`src/rtl/fp_mult_if.sv`:
```
// rtl/fp_mult_if.sv - start/busy/done handshake bundle for the floating-point multiplier
//
// Purpose: groups the operand request and the result/flag response of
// fp_mult_param so requester and multiplier connect through one port.
// Signals:
//   start     request, sampled only while the multiplier is idle
//   rnd_mode  0 = round-nearest-even, 1 = truncate toward zero
//   a_in      operand A (W bits, IEEE-754 layout)
//   b_in      operand B (W bits, IEEE-754 layout)
//   result    product, held until the next accepted operation
//   flags     {invalid, overflow, underflow, inexact, zero}
//   busy      high while an operation is in flight
//   done      one-cycle pulse, result/flags valid
// Modports: master drives the request, slave is the multiplier.

interface fp_mult_if #(
  parameter int W = 32
) ();
  logic         start;
  logic         rnd_mode;
  logic [W-1:0] a_in;
  logic [W-1:0] b_in;
  logic [W-1:0] result;
  logic [4:0]   flags;
  logic         busy;
  logic         done;

  modport master (
    output start, rnd_mode, a_in, b_in,
    input  result, flags, busy, done
  );

  modport slave (
    input  start, rnd_mode, a_in, b_in,
    output result, flags, busy, done
  );
endinterface

```
`src/rtl/fp_mult_param.sv`:
```
// rtl/fp_mult_param.sv - parametrised multi-cycle IEEE-754 floating-point multiplier
//
// Purpose: fixed 4-cycle multiplier for EXP_W/MAN_W generic formats
// (8/23 = binary32, 5/10 = binary16). Subnormal inputs are flushed to zero,
// underflowing results are flushed to signed zero, and overflow returns
// infinity in both rounding modes.
// Ports:
//   clk    rising-edge clock
//   rst_n  asynchronous active-low reset
//   bus    fp_mult_if.slave: start, rnd_mode, a_in, b_in in;
//          result, flags, busy, done out

module fp_mult_param #(
  parameter  int EXP_W = 8,
  parameter  int MAN_W = 23,
  localparam int W     = EXP_W + MAN_W + 1
) (
  input  logic       clk,
  input  logic       rst_n,
  fp_mult_if.slave   bus
);

  localparam int PW = 2 * MAN_W + 2;   // significand product width
  localparam int XW = EXP_W + 2;       // signed working exponent width

  localparam logic signed [XW-1:0] BIAS  = XW'((1 << (EXP_W - 1)) - 1);
  localparam logic signed [XW-1:0] E_MAX = XW'((1 << EXP_W) - 1);
  localparam logic signed [XW-1:0] E_ONE = XW'(1);

  // Special-case code resolved in UNPACK, applied in ROUND
  localparam logic [2:0] SP_NONE = 3'd0;
  localparam logic [2:0] SP_NAN  = 3'd1;
  localparam logic [2:0] SP_INV  = 3'd2;
  localparam logic [2:0] SP_INF  = 3'd3;
  localparam logic [2:0] SP_ZERO = 3'd4;

  typedef enum logic [2:0] {IDLE, UNPACK, MULT, NORM, ROUND} state_t;

  state_t                 state;
  logic [W-1:0]           a_r, b_r;
  logic                   rnd_r;
  logic                   sign_r;
  logic [2:0]             spec_r;
  logic [EXP_W-1:0]       ea_r, eb_r;
  logic [MAN_W:0]         sig_a_r, sig_b_r;
  logic [PW-1:0]          prod_r;
  logic signed [XW-1:0]   exp_r;
  logic signed [XW-1:0]   exp_n_r;
  logic [MAN_W-1:0]       frac_r;
  logic                   guard_r, sticky_r;

  // ---------------- UNPACK: classification ----------------
  logic [EXP_W-1:0] ea, eb;
  logic [MAN_W-1:0] fa, fb;
  logic             a_zero, b_zero, a_inf, b_inf, a_nan, b_nan;
  logic [2:0]       spec_nx;

  always_comb begin
    ea     = a_r[W-2:MAN_W];
    eb     = b_r[W-2:MAN_W];
    fa     = a_r[MAN_W-1:0];
    fb     = b_r[MAN_W-1:0];
    // exponent field zero covers both true zero and flushed subnormals
    a_zero = (ea == '0);
    b_zero = (eb == '0);
    a_inf  = (&ea) && (fa == '0);
    b_inf  = (&eb) && (fb == '0);
    a_nan  = (&ea) && (fa != '0);
    b_nan  = (&eb) && (fb != '0);

    spec_nx = SP_NONE;
    if (a_nan || b_nan)                          spec_nx = SP_NAN;
    else if ((a_zero && b_inf) || (a_inf && b_zero)) spec_nx = SP_INV;
    else if (a_inf || b_inf)                     spec_nx = SP_INF;
    else if (a_zero || b_zero)                   spec_nx = SP_ZERO;
  end

  // ---------------- NORM: align product to 1.f ----------------
  // shifted drops the leading one; its top MAN_W bits are the fraction
  logic [PW-2:0]        shifted;
  logic signed [XW-1:0] exp_n_nx;

  always_comb begin
    shifted  = prod_r[PW-1] ? prod_r[PW-2:0] : {prod_r[PW-3:0], 1'b0};
    exp_n_nx = exp_r + $signed({{(XW-1){1'b0}}, prod_r[PW-1]});
  end

  // ---------------- ROUND: rounding and final packing ----------------
  logic                 inc;
  logic                 carry;
  logic [MAN_W-1:0]     frac_rnd;
  logic signed [XW-1:0] exp_rnd;
  logic                 inexact;
  logic [W-1:0]         res_nx;
  logic [4:0]           flg_nx;

  always_comb begin
    inc              = ~rnd_r & guard_r & (sticky_r | frac_r[0]);
    {carry, frac_rnd} = {1'b0, frac_r} + {{MAN_W{1'b0}}, inc};
    // carry-out means the fraction wrapped to zero: 1.111.. + ulp = 10.000..
    exp_rnd          = exp_n_r + $signed({{(XW-1){1'b0}}, carry});
    inexact          = guard_r | sticky_r;

    res_nx = {sign_r, exp_rnd[EXP_W-1:0], frac_rnd};
    flg_nx = {3'b000, inexact, 1'b0};
    if (exp_rnd >= E_MAX) begin
      res_nx = {sign_r, {EXP_W{1'b1}}, {MAN_W{1'b0}}};
      flg_nx = 5'b01010;
    end else if (exp_rnd < E_ONE) begin
      res_nx = {sign_r, {(W-1){1'b0}}};
      flg_nx = 5'b00111;
    end

    case (spec_r)
      SP_NAN: begin
        res_nx = {1'b0, {EXP_W{1'b1}}, 1'b1, {(MAN_W-1){1'b0}}};
        flg_nx = 5'b00000;
      end
      SP_INV: begin
        res_nx = {1'b0, {EXP_W{1'b1}}, 1'b1, {(MAN_W-1){1'b0}}};
        flg_nx = 5'b10000;
      end
      SP_INF: begin
        res_nx = {sign_r, {EXP_W{1'b1}}, {MAN_W{1'b0}}};
        flg_nx = 5'b00000;
      end
      SP_ZERO: begin
        res_nx = {sign_r, {(W-1){1'b0}}};
        flg_nx = 5'b00001;
      end
      default: ;
    endcase
  end

  // ---------------- control and datapath registers ----------------
  always_ff @(posedge clk or negedge rst_n) begin
    if (!rst_n) begin
      state      <= IDLE;
      a_r        <= '0;
      b_r        <= '0;
      rnd_r      <= 1'b0;
      sign_r     <= 1'b0;
      spec_r     <= SP_NONE;
      ea_r       <= '0;
      eb_r       <= '0;
      sig_a_r    <= '0;
      sig_b_r    <= '0;
      prod_r     <= '0;
      exp_r      <= '0;
      exp_n_r    <= '0;
      frac_r     <= '0;
      guard_r    <= 1'b0;
      sticky_r   <= 1'b0;
      bus.result <= '0;
      bus.flags  <= '0;
      bus.busy   <= 1'b0;
      bus.done   <= 1'b0;
    end else begin
      case (state)
        IDLE: begin
          bus.done <= 1'b0;
          if (bus.start) begin
            a_r      <= bus.a_in;
            b_r      <= bus.b_in;
            rnd_r    <= bus.rnd_mode;
            bus.busy <= 1'b1;
            state    <= UNPACK;
          end
        end
        UNPACK: begin
          sign_r  <= a_r[W-1] ^ b_r[W-1];
          spec_r  <= spec_nx;
          ea_r    <= ea;
          eb_r    <= eb;
          sig_a_r <= {1'b1, fa};
          sig_b_r <= {1'b1, fb};
          state   <= MULT;
        end
        MULT: begin
          prod_r <= PW'(sig_a_r) * PW'(sig_b_r);
          exp_r  <= $signed({2'b00, ea_r}) + $signed({2'b00, eb_r}) - BIAS;
          state  <= NORM;
        end
        NORM: begin
          frac_r   <= shifted[PW-2 -: MAN_W];
          guard_r  <= shifted[MAN_W];
          sticky_r <= |shifted[MAN_W-1:0];
          exp_n_r  <= exp_n_nx;
          state    <= ROUND;
        end
        ROUND: begin
          bus.result <= res_nx;
          bus.flags  <= flg_nx;
          bus.done   <= 1'b1;
          bus.busy   <= 1'b0;
          state      <= IDLE;
        end
        default: state <= IDLE;
      endcase
    end
  end

endmodule

```
`src/flat_wrapper.sv`:
```
// flat-port wrapper written by rule: the top's interface ports become plain ports
module fp_mult_param_flat 
#(
  parameter  int EXP_W = 8,
  parameter  int MAN_W = 23,
  localparam int W     = EXP_W + MAN_W + 1
)
  (clk, rst_n, bus_start, bus_rnd_mode, bus_a_in, bus_b_in, bus_result, bus_flags, bus_busy, bus_done);
  fp_mult_if #(.W(32)) bus_i ();
  input  logic clk;
  input  logic rst_n;
  input wire logic [$bits(bus_i.start)-1:0] bus_start;
  input wire logic [$bits(bus_i.rnd_mode)-1:0] bus_rnd_mode;
  input wire logic [$bits(bus_i.a_in)-1:0] bus_a_in;
  input wire logic [$bits(bus_i.b_in)-1:0] bus_b_in;
  output wire logic [$bits(bus_i.result)-1:0] bus_result;
  output wire logic [$bits(bus_i.flags)-1:0] bus_flags;
  output wire logic [$bits(bus_i.busy)-1:0] bus_busy;
  output wire logic [$bits(bus_i.done)-1:0] bus_done;
  assign bus_i.start = bus_start;
  assign bus_i.rnd_mode = bus_rnd_mode;
  assign bus_i.a_in = bus_a_in;
  assign bus_i.b_in = bus_b_in;
  assign bus_result = bus_i.result;
  assign bus_flags = bus_i.flags;
  assign bus_busy = bus_i.busy;
  assign bus_done = bus_i.done;
  fp_mult_param #(.EXP_W(EXP_W), .MAN_W(MAN_W)) u_core (.clk(clk), .rst_n(rst_n), .bus(bus_i));
endmodule
```
`config.mk`:
```
export PLATFORM = sky130hd
export DESIGN_NAME = fp_mult_param_flat
export DESIGN_NICKNAME = d
export VERILOG_FILES = /design/src/rtl/fp_mult_if.sv /design/src/rtl/fp_mult_param.sv /design/src/flat_wrapper.sv
export SDC_FILE = /design/constraint.sdc
export NUM_CORES = 2
export LEC_CHECK = 0
export BUFFER_PORTS_ARGS = -buffer_cell sky130_fd_sc_hd__clkbuf_2
export CORE_MARGIN = 4
export CORE_UTILIZATION = 60
export CTS_CLUSTER_SIZE = 25
export DETAILED_ROUTE_END_ITERATION = 10
export MAX_ROUTING_LAYER = met4
export PLACE_DENSITY = 0.77
export SETUP_SLACK_MARGIN = 0.4
export SLEW_MARGIN = 40
export SYNTH_ARGS = -nofsm -noshare
export SYNTH_HDL_FRONTEND = slang
export SYNTH_SLANG_ARGS = --single-unit
```
`constraint.sdc`:
```
create_clock -name clk -period 17.1 [get_ports clk]
set_clock_uncertainty 0.2 [all_clocks]
set_input_delay 3.42 -clock clk [delete_from_list [all_inputs] [get_ports clk]]
set_output_delay 3.42 -clock clk [all_outputs]
set_load 0.01 [all_outputs]
```
==> impl_metrics.json <==
{
  "synth.area.mux_share": 0.0315,
  "critical_path_arrival_ns": 7.71,
  "critical-path-slowest-cell": "dfrtp_1",
  "clock_tree_from_tritoncts": "built",
  "cp_max_fo": 25,
  "grt_use_total": 0.283,
  "maxSlewHeadroom": 0.405,
  "die_width_um": 235,
  "synth-edff-count": 0,
  "post_cts_resize_count": 0,
  "max_cap_violations": 0,
  "maxSlewViolCount": 0,
  "grt_pass1_wl_um": 125000,
  "detailroute.via_count": 22500,
  "route.detailed.wl_per_inst_um": 18.5,
  "slowest_cell_delay_on_critical_path_ns": 0.88,
  "clock-sinks": 267,
  "initial_core_utilization": 0.611,
  "finalSetupTns_ns": 0,
  "drt-total-wl_um": 74000,
  "synth_fa_ha_area_frac": 0.390,
  "syn_area_sq_um": 30900,
  "grt_remaining_overflow": 0,
  "postRouteAntennaNets": 0,
  "drc_errors": 0,
  "avg_inst_size_synth_sq_um": 9.31,
  "post-cts-setup-buffer-count": 0,
  "die_area_sq_um": 55100,
  "ios": 107,
  "final_nets": 4048,
  "layout_fillers": 4167,
  "rsz0062_at_grt": "false",
  "drive_gt1_frac": 0.0990,
  "first_global_vias": 24400,
  "cts_buffers": 31,
  "run_status": "finished clean",
  "detailed_place.area_sq_um": 31800,
  "synth-seq-cells": 267,
  "clk_latency_ns": 0.60,
  "layout_min_cycle_time_ns": 7.47,
  "io_buffer_count": 106,
  "critical_path_required_ns": 17.34,
  "fp.dieH_um": 235,
  "ys_seq_area_frac": 0.217,
  "drt_first_iter_violations": 1247,
  "worst_slew_pin_tran_ns": 0.892,
  "fmaxAchievable_mhz": 134,
  "synth_xor_xnor_area_share": 0.0255,
  "simple_gate_fraction_of_synth_area": 0.177,
  "floorplan.core_area_sq_um": 50500,
  "path_class": "reg2reg",
  "postSynth.topFlopCell": "dfrtp_1",
  "core.rowCount": 82,
  "kind_of_end_point_of_the_critical_path": "flip-flop",
  "post_synth_inst_count": 3314,
  "asyncSetResetFlopFracSynth": 1.00,
  "h_tree_depth_reported_by_cts": 1,
  "first_pass_iters": 6,
  "clkTransAtPathRegs_ns": 0.06,
  "hpwl_dp_um": 58400,
  "mappedNetlistNets": 4054,
  "area_delta_synth_final_pct": 6.41,
  "cp_common_cell": "fa_1",
  "ctsHoldBuffers": 0,
  "antenna_found_initial": 0,
  "startpoint_type": "flip-flop",
  "timing.final.setup_violations": 0,
  "viasPerCell": 5.62,
  "maximum_number_of_pins_on_one_net_before_global_route_repair": 158,
  "worstPathCellList": "and2_1 -> fa_1 -> fa_1 -> inv_1 -> fa_1 -> inv_1 -> fa_1 -> inv_1 -> fa_1 -> inv_1 -> fa_1 -> inv_1 -> fa_1 -> inv_1 -> ha_1 -> a21oi_4 -> o211ai_1 -> a221oi_2 -> a31oi_1 -> a21oi_1 -> o211ai_1 -> xnor2_1 -> o21ai_0",
  "synth-compound-area-share": 0.0700,
  "yosysUniqueCellTypes": 79,
  "insertedDiodeCount": 0,
  "report.final.hold_viol_count": 0,
  "place_congestion": 0.933,
  "cts_root_buffer": "clkbuf_16",
  "clock_path_buffers": 3,
  "yosys_warnings": 0,
  "dominant_combinational_cell_family_by_area_after_synthesis": "adder cells",
  "fin_crit_sh": 0.437,
  "fin_area_sq_um": 32800,
  "min_path_type": "reg2reg"
}
==> Yosys cell counts, drive strengths merged (9+ instances only) <==
library cell	number	area share
mux2i	24	0.0078
clkbuf	153	0.019
nand4	28	0.0057
and2	299	0.061
nand3	34	0.0055
a31oi	10	0.0022
nand2	654	0.080
a211oi	10	0.0026
xnor2	62	0.018
nor3	16	0.0026
mux2	65	0.024
and3	9	0.0018
ha	189	0.077
nor2	58	0.0073
fa	483	0.31
a21oi	65	0.011
nor4	21	0.0045
buf	23	0.0044
xor2	28	0.0079
o211ai	11	0.0030
o21ai	132	0.024
a21o	35	0.0085
inv	546	0.066
dfrtp	267	0.22
==> registers in the layout, summed over array words and instances (netlist names), 5 cells and up <==
| signal | count |
|---|---|
| u_core.frac_r | 23 |
| u_core.exp_r | 10 |
| u_core.sig_a_r | 23 |
| u_core.sig_b_r | 24 |
| u_core.ea_r | 8 |
| u_core.b_r | 32 |
| u_core.a_r | 32 |
| u_core.bus.result | 32 |
| u_core.eb_r | 8 |
| u_core.prod_r | 48 |
| u_core.bus.flags | 5 |
| u_core.exp_n_r | 10 |
==> cell type report <==
cell class              instances  area [sq um]  area share
multi-input cells            2325         21400       0.653
flip-flops and latches        267          6710       0.204
inverters                     546          2050      0.0624
clock buffers                  42           847      0.0258
well taps                     672           841      0.0256
repair buffers                137           830      0.0253
clock inverters                15           111     0.00339
==> cells in the final DEF (no fill, tap or decap), types with 4 or more instances in the layout <==
| master | instances |
|---|---|
| a31oi_1 | 9 |
| buf_4 | 27 |
| inv_1 | 546 |
| xor2_1 | 28 |
| o21ai_1 | 5 |
| or3_1 | 4 |
| a21o_1 | 35 |
| o211ai_1 | 9 |
| o21bai_1 | 7 |
| o21a_1 | 7 |
| clkinvlp_4 | 5 |
| o31ai_1 | 6 |
| or4_1 | 4 |
| xnor2_1 | 62 |
| ha_1 | 189 |
| nand2b_1 | 7 |
| clkbuf_1 | 8 |
| fa_1 | 483 |
| dfrtp_2 | 23 |
| o21ai_0 | 105 |
| a211oi_1 | 9 |
| and2_1 | 297 |
| nor4_1 | 20 |
| nand4_1 | 28 |
| and4_1 | 6 |
| mux2i_1 | 24 |
| clkbuf_16 | 31 |
| nand2_1 | 650 |
| dfrtp_1 | 244 |
| nand3_1 | 34 |
| o21ai_2 | 22 |
| a21oi_1 | 62 |
| clkbuf_2 | 105 |
| and3_1 | 9 |
| nor3_1 | 16 |
| mux2_2 | 65 |
| clkinv_2 | 5 |
| nor2_1 | 57 |
==> kinds of logic (layout without fill, tap and decap cells) <==
| group | count (synthesis) | after routing |
|---|---|---|
| adders and majority gates | 672 | 672 |
| DFF | 267 | 267 |
| muxes | 89 | 89 |
| buffers and inverters | 722 | 740 |
| AOI/OAI and AO/OA | 319 | 319 |
| xor gates and xnor gates | 90 | 90 |
| and+or+nand+nor | 1155 | 1155 |
==> metal layers <==
| metal | wire [um] | vias to the layer above | GRT usage |
|---|---|---|---|
| met2 | 37800 | 691 | 0.482 |
| met3 | 3990 | 182 | 0.0359 |
| met1 | 29800 | 11400 | 0.362 |
| met4 | 2480 | 0 | 0.0811 |
| li1 | - | 10200 | - |
| met5 | 0 | - | - |
==> worst paths after layout <==
path	from	end	slack (ns)	depth (start not counted)
max in group asynchronous	rst_n	u_core.sig_a_r[7]	12.56	4
setup reg to reg	u_core.sig_b_r[1]	u_core.prod_r[47]	9.63	23
min in group asynchronous	rst_n	u_core.bus.result[3]	2.56	1
hold reg to reg	u_core.bus.busy	u_core.bus.busy	0.28	1
setup / recovery	u_core.sig_b_r[1]	u_core.prod_r[47]	9.63	23
hold / removal	u_core.bus.busy	u_core.bus.busy	0.28	1
==> worst max-delay path, delay by kind of cell, from the launching register on <==
family	cells	cell delay (ns)
DFF	1	0.88
buffers and inverters	6	0.32
xor gates and xnor gates	1	0.17
AOI/OAI and AO/OA	7	1.57
and+or+nand+nor	1	0.25
adders and majority gates	8	3.92
==> per-stage QoR <==
stage / worst slack [ns] / hold WS [ns] / instances / util
3_5_place_dp: 9.56 / 0.266 / 3945 / 0.630
6_report: 9.63 / 0.278 / 4004 / 0.650
2_1_floorplan: 10.33 / 0.239 / 3314 / -
4_1_cts: 9.51 / 0.282 / 4002 / 0.649
5_1_grt: 9.27 / 0.296 / 4004 / 0.650
3_3_place_gp: 9.70 / 0.253 / 3945 / 0.629
Power is left out: the tool's default activity adds up to more than one toggle a clock period on the data nets, which glitch-free logic cannot reach.
